## src/rtl/cpu_operand_pkg.sv

```systemverilog
// Shared constants for the operand-select datapath: source indices,
// the zero-select code and default sizing.
package cpu_operand_pkg;
    localparam int DEFAULT_WIDTH   = 32;
    localparam int DEFAULT_NUM_SRC = 4;

    localparam int SRC_RS1 = 0;
    localparam int SRC_RS2 = 1;
    localparam int SRC_IMM = 2;
    localparam int SRC_FWD = 3;

    // Any select at or above this code yields an all-zero operand.
    localparam int SEL_ZERO = DEFAULT_NUM_SRC;

    function automatic int sel_width(input int num_src);
        return $clog2(num_src + 1);
    endfunction
endpackage

```

## src/rtl/operand_select_stage_if.sv

```systemverilog
// Request/response bundle between register-read, the operand stage and execute.
interface operand_select_stage_if
    import cpu_operand_pkg::*;
#(
    parameter int WIDTH   = DEFAULT_WIDTH,
    parameter int NUM_SRC = DEFAULT_NUM_SRC,
    parameter int SEL_W   = $clog2(NUM_SRC + 1)
);
    logic [NUM_SRC*WIDTH-1:0] src_data;
    logic [SEL_W-1:0]         sel_a;
    logic [SEL_W-1:0]         sel_b;
    logic                     in_valid;
    logic                     in_ready;
    logic                     flush;
    logic                     out_valid;
    logic                     out_ready;
    logic [WIDTH-1:0]         operand_a;
    logic [WIDTH-1:0]         operand_b;
    logic [1:0]               occupancy;

    modport master (
        output src_data, sel_a, sel_b, in_valid, flush, out_ready,
        input  in_ready, out_valid, operand_a, operand_b, occupancy
    );

    modport slave (
        input  src_data, sel_a, sel_b, in_valid, flush, out_ready,
        output in_ready, out_valid, operand_a, operand_b, occupancy
    );
endinterface

```

## src/rtl/operand_source_mux.sv

```systemverilog
// Combinational N-way operand selector; out-of-range select codes give zero.
module operand_source_mux #(
    parameter int WIDTH   = 32,
    parameter int NUM_SRC = 4,
    parameter int SEL_W   = $clog2(NUM_SRC + 1)
) (
    input  logic [NUM_SRC*WIDTH-1:0] src_data,
    input  logic [SEL_W-1:0]         sel,
    output logic [WIDTH-1:0]         operand
);
    logic [WIDTH-1:0] src_arr [NUM_SRC];

    for (genvar gi = 0; gi < NUM_SRC; gi++) begin : g_src
        assign src_arr[gi] = src_data[gi*WIDTH +: WIDTH];
    end

    always_comb begin
        operand = '0;
        for (int i = 0; i < NUM_SRC; i++) begin
            if (sel == SEL_W'(i)) operand = src_arr[i];
        end
    end
endmodule

```

## src/rtl/operand_select_stage.sv

```systemverilog
// Selects ALU operands A/B and registers them behind a 2-entry skid buffer
// (main register M drives the outputs, skid register S catches one stall).
module operand_select_stage
    import cpu_operand_pkg::*;
#(
    parameter int WIDTH   = DEFAULT_WIDTH,
    parameter int NUM_SRC = DEFAULT_NUM_SRC,
    parameter int SEL_W   = $clog2(NUM_SRC + 1)
) (
    input logic                  clk,
    input logic                  reset,
    operand_select_stage_if.slave bus
);
    logic [WIDTH-1:0] sel_a_data;
    logic [WIDTH-1:0] sel_b_data;

    operand_source_mux #(.WIDTH(WIDTH), .NUM_SRC(NUM_SRC), .SEL_W(SEL_W)) u_mux_a (
        .src_data (bus.src_data),
        .sel      (bus.sel_a),
        .operand  (sel_a_data)
    );

    operand_source_mux #(.WIDTH(WIDTH), .NUM_SRC(NUM_SRC), .SEL_W(SEL_W)) u_mux_b (
        .src_data (bus.src_data),
        .sel      (bus.sel_b),
        .operand  (sel_b_data)
    );

    logic             m_valid_reg, m_valid_next;
    logic             s_valid_reg, s_valid_next;
    logic [WIDTH-1:0] m_a_reg, m_a_next, m_b_reg, m_b_next;
    logic [WIDTH-1:0] s_a_reg, s_a_next, s_b_reg, s_b_next;
    logic             accept;
    logic             m_free;

    // Ready depends only on state, so out_ready never reaches in_ready.
    assign accept = bus.in_valid && !s_valid_reg;
    assign m_free = !m_valid_reg || bus.out_ready;

    always_comb begin
        m_valid_next = m_valid_reg;
        s_valid_next = s_valid_reg;
        m_a_next     = m_a_reg;
        m_b_next     = m_b_reg;
        s_a_next     = s_a_reg;
        s_b_next     = s_b_reg;
        if (bus.flush) begin
            m_valid_next = 1'b0;
            s_valid_next = 1'b0;
        end else if (m_free) begin
            if (s_valid_reg) begin
                // No accept is possible here: in_ready is low while S holds data.
                m_valid_next = 1'b1;
                s_valid_next = 1'b0;
                m_a_next     = s_a_reg;
                m_b_next     = s_b_reg;
            end else if (accept) begin
                m_valid_next = 1'b1;
                m_a_next     = sel_a_data;
                m_b_next     = sel_b_data;
            end else begin
                m_valid_next = 1'b0;
            end
        end else if (accept) begin
            s_valid_next = 1'b1;
            s_a_next     = sel_a_data;
            s_b_next     = sel_b_data;
        end
    end

    always_ff @(posedge clk or negedge reset) begin
        if (!reset) begin
            m_valid_reg <= 1'b0;
            s_valid_reg <= 1'b0;
            m_a_reg     <= '0;
            m_b_reg     <= '0;
            s_a_reg     <= '0;
            s_b_reg     <= '0;
        end else begin
            m_valid_reg <= m_valid_next;
            s_valid_reg <= s_valid_next;
            m_a_reg     <= m_a_next;
            m_b_reg     <= m_b_next;
            s_a_reg     <= s_a_next;
            s_b_reg     <= s_b_next;
        end
    end

    assign bus.in_ready  = !s_valid_reg;
    assign bus.out_valid = m_valid_reg;
    assign bus.operand_a = m_a_reg;
    assign bus.operand_b = m_b_reg;
    assign bus.occupancy = {1'b0, m_valid_reg} + {1'b0, s_valid_reg};
endmodule

```

## src/flat_wrapper.sv

```systemverilog
// flat-port wrapper written by rule: the top's interface ports become plain ports
module operand_select_stage_flat import cpu_operand_pkg::*;
#(
    parameter int WIDTH   = DEFAULT_WIDTH,
    parameter int NUM_SRC = DEFAULT_NUM_SRC,
    parameter int SEL_W   = $clog2(NUM_SRC + 1)
)
  (clk, reset, bus_src_data, bus_sel_a, bus_sel_b, bus_in_valid, bus_flush, bus_out_ready, bus_in_ready, bus_out_valid, bus_operand_a, bus_operand_b, bus_occupancy);
  operand_select_stage_if #(.WIDTH(WIDTH), .NUM_SRC(NUM_SRC), .SEL_W(SEL_W)) bus_i ();
  input logic clk;
  input logic reset;
  input wire logic [$bits(bus_i.src_data)-1:0] bus_src_data;
  input wire logic [$bits(bus_i.sel_a)-1:0] bus_sel_a;
  input wire logic [$bits(bus_i.sel_b)-1:0] bus_sel_b;
  input wire logic [$bits(bus_i.in_valid)-1:0] bus_in_valid;
  input wire logic [$bits(bus_i.flush)-1:0] bus_flush;
  input wire logic [$bits(bus_i.out_ready)-1:0] bus_out_ready;
  output wire logic [$bits(bus_i.in_ready)-1:0] bus_in_ready;
  output wire logic [$bits(bus_i.out_valid)-1:0] bus_out_valid;
  output wire logic [$bits(bus_i.operand_a)-1:0] bus_operand_a;
  output wire logic [$bits(bus_i.operand_b)-1:0] bus_operand_b;
  output wire logic [$bits(bus_i.occupancy)-1:0] bus_occupancy;
  assign bus_i.src_data = bus_src_data;
  assign bus_i.sel_a = bus_sel_a;
  assign bus_i.sel_b = bus_sel_b;
  assign bus_i.in_valid = bus_in_valid;
  assign bus_i.flush = bus_flush;
  assign bus_i.out_ready = bus_out_ready;
  assign bus_in_ready = bus_i.in_ready;
  assign bus_out_valid = bus_i.out_valid;
  assign bus_operand_a = bus_i.operand_a;
  assign bus_operand_b = bus_i.operand_b;
  assign bus_occupancy = bus_i.occupancy;
  operand_select_stage #(.WIDTH(WIDTH), .NUM_SRC(NUM_SRC), .SEL_W(SEL_W)) u_core (.clk(clk), .reset(reset), .bus(bus_i));
endmodule
```

## config.mk

```make
export PLATFORM = sky130hd
export DESIGN_NAME = operand_select_stage_flat
export DESIGN_NICKNAME = d
export VERILOG_FILES = /design/src/rtl/cpu_operand_pkg.sv /design/src/rtl/operand_select_stage_if.sv /design/src/rtl/operand_source_mux.sv /design/src/rtl/operand_select_stage.sv /design/src/flat_wrapper.sv
export SDC_FILE = /design/constraint.sdc
export NUM_CORES = 1
export LEC_CHECK = 0
export ABC_AREA = 1
export ABC_CLOCK_PERIOD_IN_PS = 2100
export CAP_MARGIN = 25
export CORE_ASPECT_RATIO = 0.75
export CORE_MARGIN = 1
export CORE_UTILIZATION = 54
export DETAILED_ROUTE_END_ITERATION = 10
export PLACE_DENSITY = 0.89
export SYNTH_ARGS = -nofsm -noshare
export SYNTH_HDL_FRONTEND = slang
export SYNTH_SLANG_ARGS = --single-unit
```

## constraint.sdc

```tcl
create_clock -name clk -period 2.1 [get_ports clk]
set_input_delay 0.315 -clock clk [delete_from_list [all_inputs] [get_ports clk]]
set_output_delay 0.315 -clock clk [all_outputs]
set_load 0.02 [all_outputs]
```

* After elaboration in Yosys (flattened, before gate mapping)
Cells that the tools add are included.
** Storage, ports and cells
- Bits in registers :: 130
- Bits of input ports :: 139
- Word-level logic and storage cells :: 45
** Cells by class
- Add/sub/neg operators :: 1
- Equal/unequal tests :: 6
- Mux-type cells :: 19
- Bitwise logic cells :: 2
- Reduce and logical (&&, ||, !) cells :: 11
** Operators with widths (count)
- $mux W32 :: 12
- $eq A3 B2 Y1 const B :: 4
- $mux W1 :: 7
- $eq A3 B1 Y1 const B :: 2
- $logic_not A3 Y1 :: 2
- $reduce_and A3 Y1 :: 2
- $reduce_bool A2 Y1 :: 2
- $reduce_bool A3 Y1 :: 1
- $add A1 B1 Y2 :: 1
- $logic_not A1 Y1 :: 2
- $not A1 Y1 :: 2
- $logic_and A1 B1 Y1 :: 1
- $logic_or A1 B1 Y1 :: 1

* Depth between registers and ports, before layout
- Depth in word-level cells :: 7
- Mapped depth :: 9

* Cells and area by module
A second synthesis with hierarchy kept.
** Second synthesis, totals
- Cell total of the unflattened synthesis :: 1172
- Area, all modules :: 8355.5 µm²
** By module, submodules not included
- operand_select_stage :: times used 1, cells an instance 778, area an instance 5943.2 µm²
- operand_source_mux :: times used 2, cells an instance 197, area an instance 1206.2 µm²

* Worst setup path before layout
No wires, ideal clock.
- Path kind :: register to register
- Start point :: reg u_core.m_valid_reg (netlist: u_core.bus.out_valid)
- End point :: reg u_core.s_a_reg[0]
- Arrival :: 1263 ps
- Required time :: 1974 ps
- Slack :: 711 ps
- Cell stages (with the launch flop) :: 6
- Buffers on the path :: 2
- Clock period less this slack :: 1389 ps
- Path through :: dfrtp_1 > nand3b_4 > nor3_4 > buf_4 > buf_6 > o21ai_0
** On the way
- Longest elaborated chain between the ends :: 4
** RTL lines
- start, declared :: line operand_select_stage.sv:29 : logic m_valid_reg, m_valid_next;
- start signal, assigned :: line operand_select_stage.sv:80 : m_valid_reg <= m_valid_next;
- $logic_not A1 Y1 :: line operand_select_stage.sv:38 : assign m_free = !m_valid_reg || bus.out_ready;
- $logic_or A1 B1 Y1 :: line operand_select_stage.sv:38
- $not A1 Y1 (no line)
- $reduce_and A3 Y1 (no line)
- end signal, assigned :: line operand_select_stage.sv:84 : s_a_reg <= s_a_next;
- end, declared :: line operand_select_stage.sv:32 : logic [WIDTH-1:0] s_a_reg, s_a_next, s_b_reg, s_b_next;
Every way passes these cells.
A chain may end at the register's enable or synchronous reset.

* Worst setup path in the final report
- Start point :: reg u_core.s_valid_reg
- End point :: out bus_in_ready
** On the way
- Longest elaborated chain between the ends :: 1
** RTL lines
- start, declared :: line operand_select_stage.sv:30 : logic s_valid_reg, s_valid_next;
- start signal, assigned :: line operand_select_stage.sv:81 : s_valid_reg <= s_valid_next;
- $logic_not A1 Y1 :: line operand_select_stage.sv:89 : assign bus.in_ready = !s_valid_reg;
- end, declared :: line flat_wrapper.sv:18 : output wire logic [$bits(bus_i.in_ready)-1:0] bus_in_ready;
Every way passes these cells.

==> impl_metrics.tcl <==
set metrics [dict create \
    drt_pass1_iterations 7 \
    wl_met3_mm 4.11 \
    met2WireLength_mm 12.8 \
    max_clock_freq_mhz 525 \
    total_leakage_power_uw 0.00570 \
    gp_congestion 0.905 \
    num_io_pins 207 \
    drc_errors 0 \
    rsz0062_at_grt "false" \
    drive_above_1_share_pct 5.50 \
    grt_pass1_wl_mm 46.9 \
    synth_seq_cells 130 \
    clkSlewWorstSetupHoldPaths_ps 60 \
    p_per_area_nw_per_um2 792 \
    path_cells "inv_2, clkdlybuf4s50_1" \
    nets 1546 \
    grt_pass1_vias 9355 \
    dp_hpwl_mm 18.2 \
    syn_inst 1251 \
    regToRegSetupSlack_ps 580 \
    cp_max_fo 4 \
    core_um2 14700 \
    worst_hold_path.num_cells 5 \
    rows 38 \
    slowest_delay_ps 620 \
    end_kind "primary output" \
    wl_per_cell_um 18.2 \
    root_buffer "clkbuf_16" \
    cts_max_path_buffers 2 \
    period_share_pct 90.7 \
    synth_seq_area_share_pct 39.4 \
    worstMarginPinSlew_ps 686 \
    hp-class "in -> reg" \
    cts_setup_buffers 0 \
    fin_util_pct 75.7 \
    max_cap_viol_count 0 \
    fin_setup_tns_ps 0 \
    top_layer "met4" \
    setup_viol 0 \
    drt_iter0_drc 1367 \
    cts_buffers 17 \
    power.ir.vdd_worst_mv 0.577 \
    avgViaCountPerCell 6.01 \
    period_minus_slack_ps 1910 \
    hold_viol 0 \
    clock_skew_ps 9.15 \
    dr_total_vias 9730 \
    report.final.slew_viol_count 0 \
    yosysWarnings 0 \
    slowest_stage "clkdlybuf4s50_1" \
    h-tree-depth 4 \
    avgSynthCellArea_um2 6.60 \
    start_util_pct 56.2 \
    syn_nets 1391 \
    path_class "reg -> out" \
    tritoncts "yes" \
    fin_area_um2 11100 \
    status "finished, final reports clean" \
    insertion_delay_ps 410 \
    die_width_um 145 \
    antenna_found_initial 0 \
    reg2regPathDepth 7 \
    critPathArrivalTime_ps 1590 \
    yosys.cell_types.count 21 \
    areaGrowthSynthToFinish_pct 34.6 \
    syn_area_um2 8260 \
    startpoint_type "flip-flop" \
    num_antenna_cells 0 \
    post_dp_cell_area_um2 10500 \
    wirelength_mm 29.5 \
    slew-limit-headroom_pct 54.3 \
    wl_met1_mm 11.5 \
    grt_use_total_pct 38.7 \
    design.die.area_um2 15800 \
    die_y_um 109 \
    globalRoute.totalOverflow 0 \
    antenna_left 0 \
    clock_sinks 130 \
    port_buffers 206 \
    grt_max_degree 79 \
    crit_required_ps 1780 \
]
-- stage by stage --
| stage | power (uW) | setup slack [ps] | cells | hold slack, ps |
|---|---|---|---|---|
| 2_1_floorplan | 4540 | 711 | 1251 | 19.4 |
| 3_3_place_gp | 5610 | 270 | 1586 | 304 |
| 3_5_place_dp | 5690 | 239 | 1586 | 306 |
| 4_1_cts | 8780 | 181 | 1618 | 402 |
| 5_1_grt | 9200 | 122 | 1618 | 426 |
| 6_report | 8810 | 195 | 1618 | 421 |
-- cells by family (layout without fill, tap and decap cells) --
| logic type | Yosys count | after routing | synth area share [%] |
|---|---|---|---|
| AND/OR/NAND/NOR | 756 | 756 | 39.9 |
| buffers and inverters | 192 | 359 | 10.1 |
| AO/OA/AOI/OAI | 172 | 172 | 10.5 |
| flip-flops | 130 | 130 | 39.4 |
| adder cells (fa/ha/maj) | 1 | 1 | 0.152 |
-- power breakdown --
| part | total (uW) | internal (uW) | switching (uW) |
|---|---|---|---|
| clock | 3080 | 1930 | 1150 |
| sequential | 3300 | 3040 | 264 |
| combinational | 2430 | 1030 | 1400 |
| total | 8810 | 5990 | 2810 |
-- path summary, 6_finish.rpt --
check,from,end
min in group asynchronous,reset,u_core.bus.operand_b[21]$_DFFE_PN0P_
min,bus_sel_b[0],u_core.s_b_reg[19]$_DFFE_PN0P_
min reg2reg,u_core.bus.operand_b[29]$_DFFE_PN0P_,u_core.bus.operand_b[29]$_DFFE_PN0P_
max,u_core.s_valid_reg$_DFFE_PN0P_,bus_in_ready
max in group asynchronous,reset,u_core.bus.operand_b[31]$_DFFE_PN0P_
max reg2reg,u_core.s_valid_reg$_DFFE_PN0P_,u_core.bus.operand_b[28]$_DFFE_PN0P_
-- final cells by class --
class	count	area, um^2
Timing Repair Buffer	235	2460
Sequential cell	130	3250
Tap cell	200	250
Clock inverter	12	159
Multi-Input combinational cell	929	4180
Inverter	93	354
Fill cell	1090	3580
Clock buffer	19	453
-- cell usage in the layout (no fill, tap or decap), drive strengths merged --
cell,instances
a21oi,55
buf,33
bufinv,3
clkbuf,19
clkdlybuf4s50,200
clkinv,4
clkinvlp,5
dfrtp,130
dlygate4sd2,1
dlygate4sd3,1
ha,1
inv,93
nand2,536
nand3,64
nand3b,1
nand4,128
nor2,24
nor3,3
o21ai,117
-- synthesized netlist by cell type --
library cell	count	share of area, %
a21oi_1	54	3.3
a21oi_2	1	0.11
buf_1	6	0.27
buf_2	25	1.5
buf_4	8	0.73
buf_6	6	0.82
clkbuf_1	54	2.5
dfrtp_1	130	39
ha_1	1	0.15
inv_1	88	4.0
inv_2	3	0.14
inv_4	2	0.15
nand2_1	535	24
nand2_2	1	0.076
nand3_1	64	3.9
nand3b_4	1	0.24
nand4_1	128	9.7
nor2_1	24	1.1
nor3_4	3	0.59
o21ai_0	68	4.1
o21ai_1	49	3.0
-- repair_timing --
| item | in CTS | in global routing |
|---|---|---|
| hold buffers | 1 | 0 |
| gates resized for setup | 1 | 0 |
| hold endpoints to repair | 49 | 0 |
| endpoints found under the setup margin | 1 | 0 |
-- layer usage --
| metal | up-vias | global-route usage, % |
|---|---|---|
| li1 | 4414 | - |
| met1 | 4323 | 51.7 |
| met2 | 871 | 58.2 |
| met3 | 122 | 10.3 |
| met4 | 0 | 18.9 |
| met5 | - | 0 |
-- worst max-delay path: cells and delay by family, from the launching register on --
family	cells	cell delay (ps)
buffers and inverters	2	730
DFF	1	450
(Power assumes the default switching activity.)
